$ cat config.mk
export PLATFORM = sky130hd
export DESIGN_NAME = alu_issue_flat
export DESIGN_NICKNAME = d
export VERILOG_FILES = /design/src/rtl/alu_issue_if.sv /design/src/rtl/alu_issue.sv /design/src/flat_wrapper.sv
export SDC_FILE = /design/constraint.sdc
export NUM_CORES = 1
export LEC_CHECK = 0
export ABC_AREA = 1
export BUFFER_PORTS_ARGS = -buffer_cell sky130_fd_sc_hd__buf_2
export CORE_UTILIZATION = 41
export CTS_CLUSTER_DIAMETER = 30
export DETAILED_ROUTE_END_ITERATION = 10
export PLACE_DENSITY = 0.71
export SETUP_SLACK_MARGIN = 0.02
export SLEW_MARGIN = 5
export SYNTH_ARGS = -nofsm -noshare
export SYNTH_HDL_FRONTEND = slang
export SYNTH_SLANG_ARGS = --single-unit
export TNS_END_PERCENT = 50
$ cat constraint.sdc
create_clock -name clk -period 1.63 [get_ports clk]
set_input_delay 0.2445 -clock clk [delete_from_list [all_inputs] [get_ports clk]]
set_output_delay 0.2445 -clock clk [all_outputs]
set_load 0.005 [all_outputs]
$ cat src/rtl/alu_issue_if.sv
// Decode/issue bus: the upstream fetch handshake and the downstream
// issue to the integer ALU, carried on one interface.
interface alu_issue_if #(
    parameter int WIDTH = 32
);
    logic             in_valid;
    logic             in_ready;
    logic [31:0]      instr;
    logic [WIDTH-1:0] pc;
    logic [WIDTH-1:0] rs1_data;
    logic [WIDTH-1:0] rs2_data;

    logic             out_valid;
    logic             out_ready;
    logic [2:0]       fn;
    logic [6:0]       funct7;
    logic [WIDTH-1:0] a;
    logic [WIDTH-1:0] b;
    logic [4:0]       rd;
    logic             illegal;

    modport master (
        output in_valid, instr, pc, rs1_data, rs2_data, out_ready,
        input  in_ready, out_valid, fn, funct7, a, b, rd, illegal
    );

    modport slave (
        input  in_valid, instr, pc, rs1_data, rs2_data, out_ready,
        output in_ready, out_valid, fn, funct7, a, b, rd, illegal
    );
endinterface

$ cat src/rtl/alu_issue.sv
// RV32I decode/issue stage: decodes OP, OP-IMM, LUI and AUIPC into ALU
// control and operands, held in a single-entry valid/ready register.
module alu_issue #(
    parameter int WIDTH = 32
) (
    input  logic        clk,
    input  logic        rst,
    input  logic        flush,
    alu_issue_if.slave  bus
);
    localparam logic [6:0] OPC_OP     = 7'b0110011;
    localparam logic [6:0] OPC_OP_IMM = 7'b0010011;
    localparam logic [6:0] OPC_LUI    = 7'b0110111;
    localparam logic [6:0] OPC_AUIPC  = 7'b0010111;

    localparam logic [2:0] FN_ADD_SUB = 3'b000;
    localparam logic [2:0] FN_SLL     = 3'b001;
    localparam logic [2:0] FN_SRL_SRA = 3'b101;
    localparam logic [6:0] F7_ADD_SRL = 7'b0000000;
    localparam logic [6:0] F7_SUB_SRA = 7'b0100000;

    logic [6:0] opcode;
    logic [2:0] funct3;
    logic [6:0] f7_field;

    logic             dec_legal;
    logic [2:0]       dec_fn;
    logic [6:0]       dec_funct7;
    logic [WIDTH-1:0] dec_a;
    logic [WIDTH-1:0] dec_b;

    logic             out_valid_q;
    logic [2:0]       fn_q;
    logic [6:0]       funct7_q;
    logic [WIDTH-1:0] a_q;
    logic [WIDTH-1:0] b_q;
    logic [4:0]       rd_q;
    logic             illegal_q;

    logic load;

    assign opcode   = bus.instr[6:0];
    assign funct3   = bus.instr[14:12];
    assign f7_field = bus.instr[31:25];

    assign bus.in_ready = !out_valid_q || bus.out_ready;
    assign load         = bus.in_valid && bus.in_ready;

    // Shift-immediate forms replace the I-type immediate with a zero-extended shamt.
    always_comb begin
        dec_legal  = 1'b0;
        dec_fn     = FN_ADD_SUB;
        dec_funct7 = F7_ADD_SRL;
        dec_a      = '0;
        dec_b      = '0;
        case (opcode)
            OPC_OP: begin
                dec_legal  = (f7_field == F7_ADD_SRL) ||
                             ((f7_field == F7_SUB_SRA) &&
                              ((funct3 == FN_ADD_SUB) || (funct3 == FN_SRL_SRA)));
                dec_fn     = funct3;
                dec_funct7 = f7_field;
                dec_a      = bus.rs1_data;
                dec_b      = bus.rs2_data;
            end
            OPC_OP_IMM: begin
                dec_legal = 1'b1;
                dec_fn    = funct3;
                dec_a     = bus.rs1_data;
                dec_b     = WIDTH'($signed(bus.instr[31:20]));
                if (funct3 == FN_SLL) begin
                    dec_legal = (f7_field == F7_ADD_SRL);
                    dec_b     = WIDTH'(bus.instr[24:20]);
                end else if (funct3 == FN_SRL_SRA) begin
                    dec_legal  = (f7_field == F7_ADD_SRL) || (f7_field == F7_SUB_SRA);
                    dec_funct7 = f7_field;
                    dec_b      = WIDTH'(bus.instr[24:20]);
                end
            end
            OPC_LUI: begin
                dec_legal = 1'b1;
                dec_b     = WIDTH'({bus.instr[31:12], 12'b0});
            end
            OPC_AUIPC: begin
                dec_legal = 1'b1;
                dec_a     = bus.pc;
                dec_b     = WIDTH'({bus.instr[31:12], 12'b0});
            end
            default: dec_legal = 1'b0;
        endcase
    end

    // Illegal entries are still issued, with neutral control so execute can trap.
    always_ff @(posedge clk) begin
        if (rst) begin
            out_valid_q <= 1'b0;
            fn_q        <= FN_ADD_SUB;
            funct7_q    <= F7_ADD_SRL;
            a_q         <= '0;
            b_q         <= '0;
            rd_q        <= '0;
            illegal_q   <= 1'b0;
        end else if (flush) begin
            out_valid_q <= 1'b0;
        end else if (load) begin
            out_valid_q <= 1'b1;
            illegal_q   <= !dec_legal;
            if (dec_legal) begin
                fn_q     <= dec_fn;
                funct7_q <= dec_funct7;
                a_q      <= dec_a;
                b_q      <= dec_b;
                rd_q     <= bus.instr[11:7];
            end else begin
                fn_q     <= FN_ADD_SUB;
                funct7_q <= F7_ADD_SRL;
                a_q      <= '0;
                b_q      <= '0;
                rd_q     <= '0;
            end
        end else if (bus.out_ready) begin
            out_valid_q <= 1'b0;
        end
    end

    assign bus.out_valid = out_valid_q;
    assign bus.fn        = fn_q;
    assign bus.funct7    = funct7_q;
    assign bus.a         = a_q;
    assign bus.b         = b_q;
    assign bus.rd        = rd_q;
    assign bus.illegal   = illegal_q;
endmodule

$ cat src/flat_wrapper.sv
// flat-port wrapper written by rule: the top's interface ports become plain ports
module alu_issue_flat 
#(
    parameter int WIDTH = 32
)
  (clk, rst, flush, bus_in_valid, bus_instr, bus_pc, bus_rs1_data, bus_rs2_data, bus_out_ready, bus_in_ready, bus_out_valid, bus_fn, bus_funct7, bus_a, bus_b, bus_rd, bus_illegal);
  alu_issue_if #(.WIDTH(WIDTH)) bus_i ();
  input  logic clk;
  input  logic rst;
  input  logic flush;
  input wire logic [$bits(bus_i.in_valid)-1:0] bus_in_valid;
  input wire logic [$bits(bus_i.instr)-1:0] bus_instr;
  input wire logic [$bits(bus_i.pc)-1:0] bus_pc;
  input wire logic [$bits(bus_i.rs1_data)-1:0] bus_rs1_data;
  input wire logic [$bits(bus_i.rs2_data)-1:0] bus_rs2_data;
  input wire logic [$bits(bus_i.out_ready)-1:0] bus_out_ready;
  output wire logic [$bits(bus_i.in_ready)-1:0] bus_in_ready;
  output wire logic [$bits(bus_i.out_valid)-1:0] bus_out_valid;
  output wire logic [$bits(bus_i.fn)-1:0] bus_fn;
  output wire logic [$bits(bus_i.funct7)-1:0] bus_funct7;
  output wire logic [$bits(bus_i.a)-1:0] bus_a;
  output wire logic [$bits(bus_i.b)-1:0] bus_b;
  output wire logic [$bits(bus_i.rd)-1:0] bus_rd;
  output wire logic [$bits(bus_i.illegal)-1:0] bus_illegal;
  assign bus_i.in_valid = bus_in_valid;
  assign bus_i.instr = bus_instr;
  assign bus_i.pc = bus_pc;
  assign bus_i.rs1_data = bus_rs1_data;
  assign bus_i.rs2_data = bus_rs2_data;
  assign bus_i.out_ready = bus_out_ready;
  assign bus_in_ready = bus_i.in_ready;
  assign bus_out_valid = bus_i.out_valid;
  assign bus_fn = bus_i.fn;
  assign bus_funct7 = bus_i.funct7;
  assign bus_a = bus_i.a;
  assign bus_b = bus_i.b;
  assign bus_rd = bus_i.rd;
  assign bus_illegal = bus_i.illegal;
  alu_issue #(.WIDTH(WIDTH)) u_core (.clk(clk), .rst(rst), .flush(flush), .bus(bus_i));
endmodule
# Word level (Yosys, flattened, before mapping)
# Index checks and enable logic that the tools add are counted.
[classes] eq_ne=7 muxes=18 n_bitwise=1 n_reduce_logical=15
[ops] operator="32-bit two-way mux" n=4
[ops] operator="32-bit case mux with 3 select lines" n=1
[ops] operator="32-bit case mux with 2 select lines" n=1
[ops] operator="7-bit by 6-bit equality test with 1-bit output (second input constant)" n=3
[ops] operator="7-bit two-way mux" n=3
[ops] operator="7-bit by 5-bit equality test with 1-bit output (second input constant)" n=2
[ops] operator="7-bit case mux with 2 select lines" n=1
[ops] operator="7-bit logical NOT" n=1
[ops] operator="3-bit two-way mux" n=2
[ops] operator="2-bit OR reduction" n=3
[ops] operator="5-bit two-way mux" n=1
[ops] operator="1-bit logical OR" n=4
[ops] operator="1-bit two-way mux" n=4
[ops] operator="3-bit by 1-bit equality test with 1-bit output (second input constant)" n=1
[ops] operator="3-bit equality test (second input constant)" n=1
[ops] operator="3-bit logical NOT" n=1
[ops] operator="1-bit case mux with 3 select lines" n=1
[ops] operator="1-bit logical AND" n=2
[ops] operator="1-bit logical NOT" n=2
[ops] operator="2-bit AND reduction" n=1
[ops] operator="2-bit nonzero test" n=1
[ops] operator="1-bit NOT" n=1
[word_totals] regBits=81 out_inout_bits=82 word_cells=48

# Longest topological paths before layout
[logic_depth] word_depth=6 mapped_depth=11 ltp_nobuf=10

# Worst setup path before layout
# OpenSTA, ideal clock, no wires.
[synth_timing] kind="register to register" startpoint="register u_core.out_valid_q (netlist: u_core.bus.out_valid)" endpoint="register u_core.b_q[11] (netlist: u_core.bus.b[11])" setup_time_ns=0.117 arrival_ns=1.282 required_time_ns=1.513 slack_ns=0.231 path_stages_with_launch=9 n_path_buf=2 cell_sequence="dfxtp_1 inv_1 or2_1 nand2_2 inv_2 buf_2 buf_2 o22ai_1 nor2_1"
[synth_via] elab_chain_len=4
[synth_lines] element="start, declared" line="alu_issue.sv:32" source="logic out_valid_q;"
[synth_lines] element="start signal, assigned" line="alu_issue.sv:96" source="out_valid_q <= 1'b0;"
[synth_lines] element="start signal, assigned" line="alu_issue.sv:104" source="out_valid_q <= 1'b0;"
[synth_lines] element="start signal, assigned" line="alu_issue.sv:106" source="out_valid_q <= 1'b1;"
[synth_lines] element="1-bit logical NOT" line="alu_issue.sv:46" source="assign bus.in_ready = !out_valid_q || bus.out_ready;"
[synth_lines] element="1-bit logical OR" line="alu_issue.sv:46"
[synth_lines] element="net bus_in_ready" line="flat_wrapper.sv:17" source="output wire logic [$bits(bus_i.in_ready)-1:0] bus_in_ready;"
[synth_lines] element="1-bit logical AND" line="alu_issue.sv:47" source="assign load = bus.in_valid && bus.in_ready;"
[synth_lines] element="2-bit AND reduction (no line)"
[synth_lines] element="end signal, assigned" line="alu_issue.sv:100" source="b_q <= '0;"
[synth_lines] element="end signal, assigned" line="alu_issue.sv:112" source="b_q <= dec_b;"
[synth_lines] element="end signal, assigned" line="alu_issue.sv:118" source="b_q <= '0;"
[synth_lines] element="end, declared" line="alu_issue.sv:36" source="logic [WIDTH-1:0] b_q;"
# The timed path passes the listed nets, and every way through them passes these cells.
# A chain may end at the register's enable or synchronous reset.

# Final worst setup path
[layout_timing] startpoint="register u_core.out_valid_q (netlist: u_core.bus.out_valid)" endpoint="register u_core.a_q[2] (netlist: u_core.bus.a[2])"
[layout_via] elab_chain_len=4
[layout_lines] element="1-bit logical NOT" line="alu_issue.sv:46"
[layout_lines] element="1-bit logical OR" line="alu_issue.sv:46"
[layout_lines] element="1-bit logical AND" line="alu_issue.sv:47"
[layout_lines] element="2-bit AND reduction (no line)"
[layout_lines] element="end signal, assigned" line="alu_issue.sv:99" source="a_q <= '0;"
[layout_lines] element="end signal, assigned" line="alu_issue.sv:111" source="a_q <= dec_a;"
[layout_lines] element="end signal, assigned" line="alu_issue.sv:117" source="a_q <= '0;"
[layout_lines] element="end, declared" line="alu_issue.sv:35" source="logic [WIDTH-1:0] a_q;"
# Every way passes these cells.

==> key figures <==
Outcome
  – Status: complete, no violations

Yosys
  – Cell taking the most area after synthesis: dfxtp_1
  – Ys async rst share: 0%
  – Yosys reg bits: 81
  – Post-synth EDFFs: 0
  – Mapped Cells: 581
  – Synth area leaders: dfxtp_1 42%, nand2_1 19%, nor2_1 11%, o22ai_1 8.1%, inv_1 4.6%
  – Synth Flop Type: dfxtp_1
  – Mean area per synthesized cell: 6.66 sq um
  – Sequential area share after synthesis: 41.9%
  – Distinct cells, synth: 26
  – Post-Syn Nets: 714
  – Post-synth top area share: 41.9%
  – Post-Syn Area: 3870 sq um
  – Synth warnings: 0

Min path
  – Hold Path Class: in2reg

Detailed routing
  – Post-DRT Antenna Nets: 0
  – Vias: 4426
  – DRC errors left: 0
  – Initial drt markers: 80
  – Wire length per cell: 12.2 microns
  – Routed Wire Length: 11100 microns
  – Initial DRT Pass Iterations: 6
  – Vias per inst: 4.87

CTS
  – Total clock sinks: 81
  – Hold_buf cts: 0
  – CTS clk-pin slew, worst paths: 0.08 ns
  – Total setup buffers inserted after CTS: 0
  – # H-tree levels: 3
  – Root Driver: clkbuf_8
  – Clock Path Buffers: 2
  – Clk Latency, worst-skew pair: 0.34 ns
  – TritonCTS clock tree: built
  – PostCTS Resize Cnt: 0
  – Num CTS Buffers: 9

Floorplan
  – Num rows: 35
  – CORE AREA: 9200 sq um
  – IO Pins: 215
  – Die width: 99.1 microns
  – DIE AREA: 9820 sq um
  – Die Ht: 99.1 microns
  – Starting Density: 42.1%

Power and ir drop
  – Pwr per Cell Area: 750 nW/um^2
  – Peak VDD IR: 422 uV
  – Leakage power: 2.83 nW

Global routing
  – GR Overflow Total: 0
  – First-pass GRT wire length: 17900 microns
  – Initial antenna violation count: 0
  – Number of global-route vias before repair: 3968
  – GRT Overall Usage: 22.5%
  – Largest net degree at the start of global routing: 44

Critical path
  – Worst-path fanout max: 30
  – WP data required: 1.86 ns
  – Kind of critical path: reg2reg
  – Flop-to-flop setup slack: 0.13 ns
  – Worst EP arrival: 1.73 ns
  – CP startpoint kind: flop
  – CP endpoint kind: flop

Flow run
  – MaxCap Viol Count: 0

Timing
  – RSZ-0062 raised after global routing: no
  – Worst slew pin tran: 0.346 ns
  – Final hold viol count: 0
  – Slew Viols, Final: 0
  – Setup ws final: 0.129 ns
  – Clock Skew: 0.00955 ns
  – Final clock period utilization by the worst path: 92.1%
  – TNS Setup: 0 ns
  – FMAX: 666 MHz
  – Rel. slew slack: 77.0%
  – Final setup violation count: 0
  – Final Critical Period: 1.50 ns

Placement
  – # port buffers: 214
  – Place WS: 0.0447 ns
  – HPWL after DPL: 8380 microns
  – Placed Instances: 892
  – Routability Congestion: 0.838

Layout
  – Ant diodes: 0
  – Final net count: 925
  – Layout area overhead: 36.5%
  – Final non-filler cell total: 908
  – Layout cell share with drive strength beyond 1: 33.1%
  – Fill count: 888
-- metrics by stage --
step | power (W) | cell area [sq um] | hold WS (ns) | utilization [%]
after global placement | 0.00273 | 5090 | 0.424 | 55.3
final | 0.00396 | 5280 | 0.0745 | 57.4
after floorplan | 0.00243 | 3870 | 0.323 | -
after detailed placement | 0.00274 | 5090 | 0.428 | 55.3
after CTS | 0.00399 | 5250 | 0.0580 | 57.1
after global routing | 0.00416 | 5280 | 0.0551 | 57.4
-- synth_stat cells (2+ instances only) --
master    count
a21oi_1      16
a22oi_1       3
buf_2        16
buf_4         3
buf_6         6
clkbuf_1      9
dfxtp_1      81
inv_1        47
inv_2         3
mux2i_1       5
nand2_1     195
nand2_2       2
nand3_1       7
nand3_2       2
nand4_1       7
nor2_1      115
nor2_2        2
nor2_4        2
nor3_1        4
o22ai_1      50
-- worst max-delay path, cell delays in order, from the launching register on --
cell	delay, ns
dfxtp_1	0.33
inv_1	0.05
or2_4	0.24
nand2_4	0.11
inv_2	0.08
buf_12	0.17
buf_16	0.17
o22ai_1	0.17
nor2_1	0.07
-- worst paths after layout --
kind | startpoint | end | cells after the start
hold reg to reg | u_core.bus.funct7[6] | u_core.bus.funct7[6] | 2
setup / recovery | u_core.bus.out_valid | u_core.bus.a[2] | 8
hold / removal | flush | u_core.bus.out_valid | 2
setup reg to reg | u_core.bus.out_valid | u_core.bus.a[2] | 8
-- cell families (layout without fill, tap and decap cells) --
family	Yosys count	after routing	synth area share (%)
buffers and inverters	85	301	10.2
and+or+nand+nor	340	340	35.6
muxes	5	5	1.29
AOI/OAI and AO/OA	70	70	10.9
DFF	81	81	41.9
-- report_power, final --
part	switching (W)	internal (W)	leakage [nW]
combinational	0.000312	0.000303	2.09
sequential	0.0000378	0.00205	0.659
clock	0.000708	0.000549	0.0753
total	0.00106	0.00290	2.83
-- cell usage in the layout (no fill, tap or decap), drive strengths merged --
cell type  instances
buf              235
nand2            198
nor2             119
dfxtp             81
o22ai             50
inv               50
a21oi             16
clkbuf            11
nand3             10
nand4              8
mux2i              5
nor3               4
a22oi              3
clkinvlp           3
clkinv             2
or2                1
a211oi             1
-- registers in the layout (all words and copies together), names as in the netlist --
register,flops
u_core.bus.funct7,7
u_core.bus.a,32
u_core.bus.rd,5
u_core.bus.b,32
u_core.bus.fn,3
u_core.bus.illegal,1
u_core.bus.out_valid,1
-- area by class of cell --
cell class | instances | area, sq um | share of cell area [%]
clock buffers | 11 | 131 | 2.49
clock inverters | 5 | 32.5 | 0.616
inverters | 50 | 188 | 3.56
multi-input cells | 415 | 1860 | 35.3
flip-flops and latches | 81 | 1620 | 30.7
well taps | 111 | 139 | 2.63
repair buffers | 235 | 1300 | 24.7
-- per-layer routing --
metal	track usage, %	part of all wire, %	up-vias
li1	-	-	2253
met2	40.1	48	185
met3	5.41	7.8	8
met1	27.5	43	1980
met5	0	0	-
met4	5.32	0.60	0
Power figures use the tool's default switching activity.
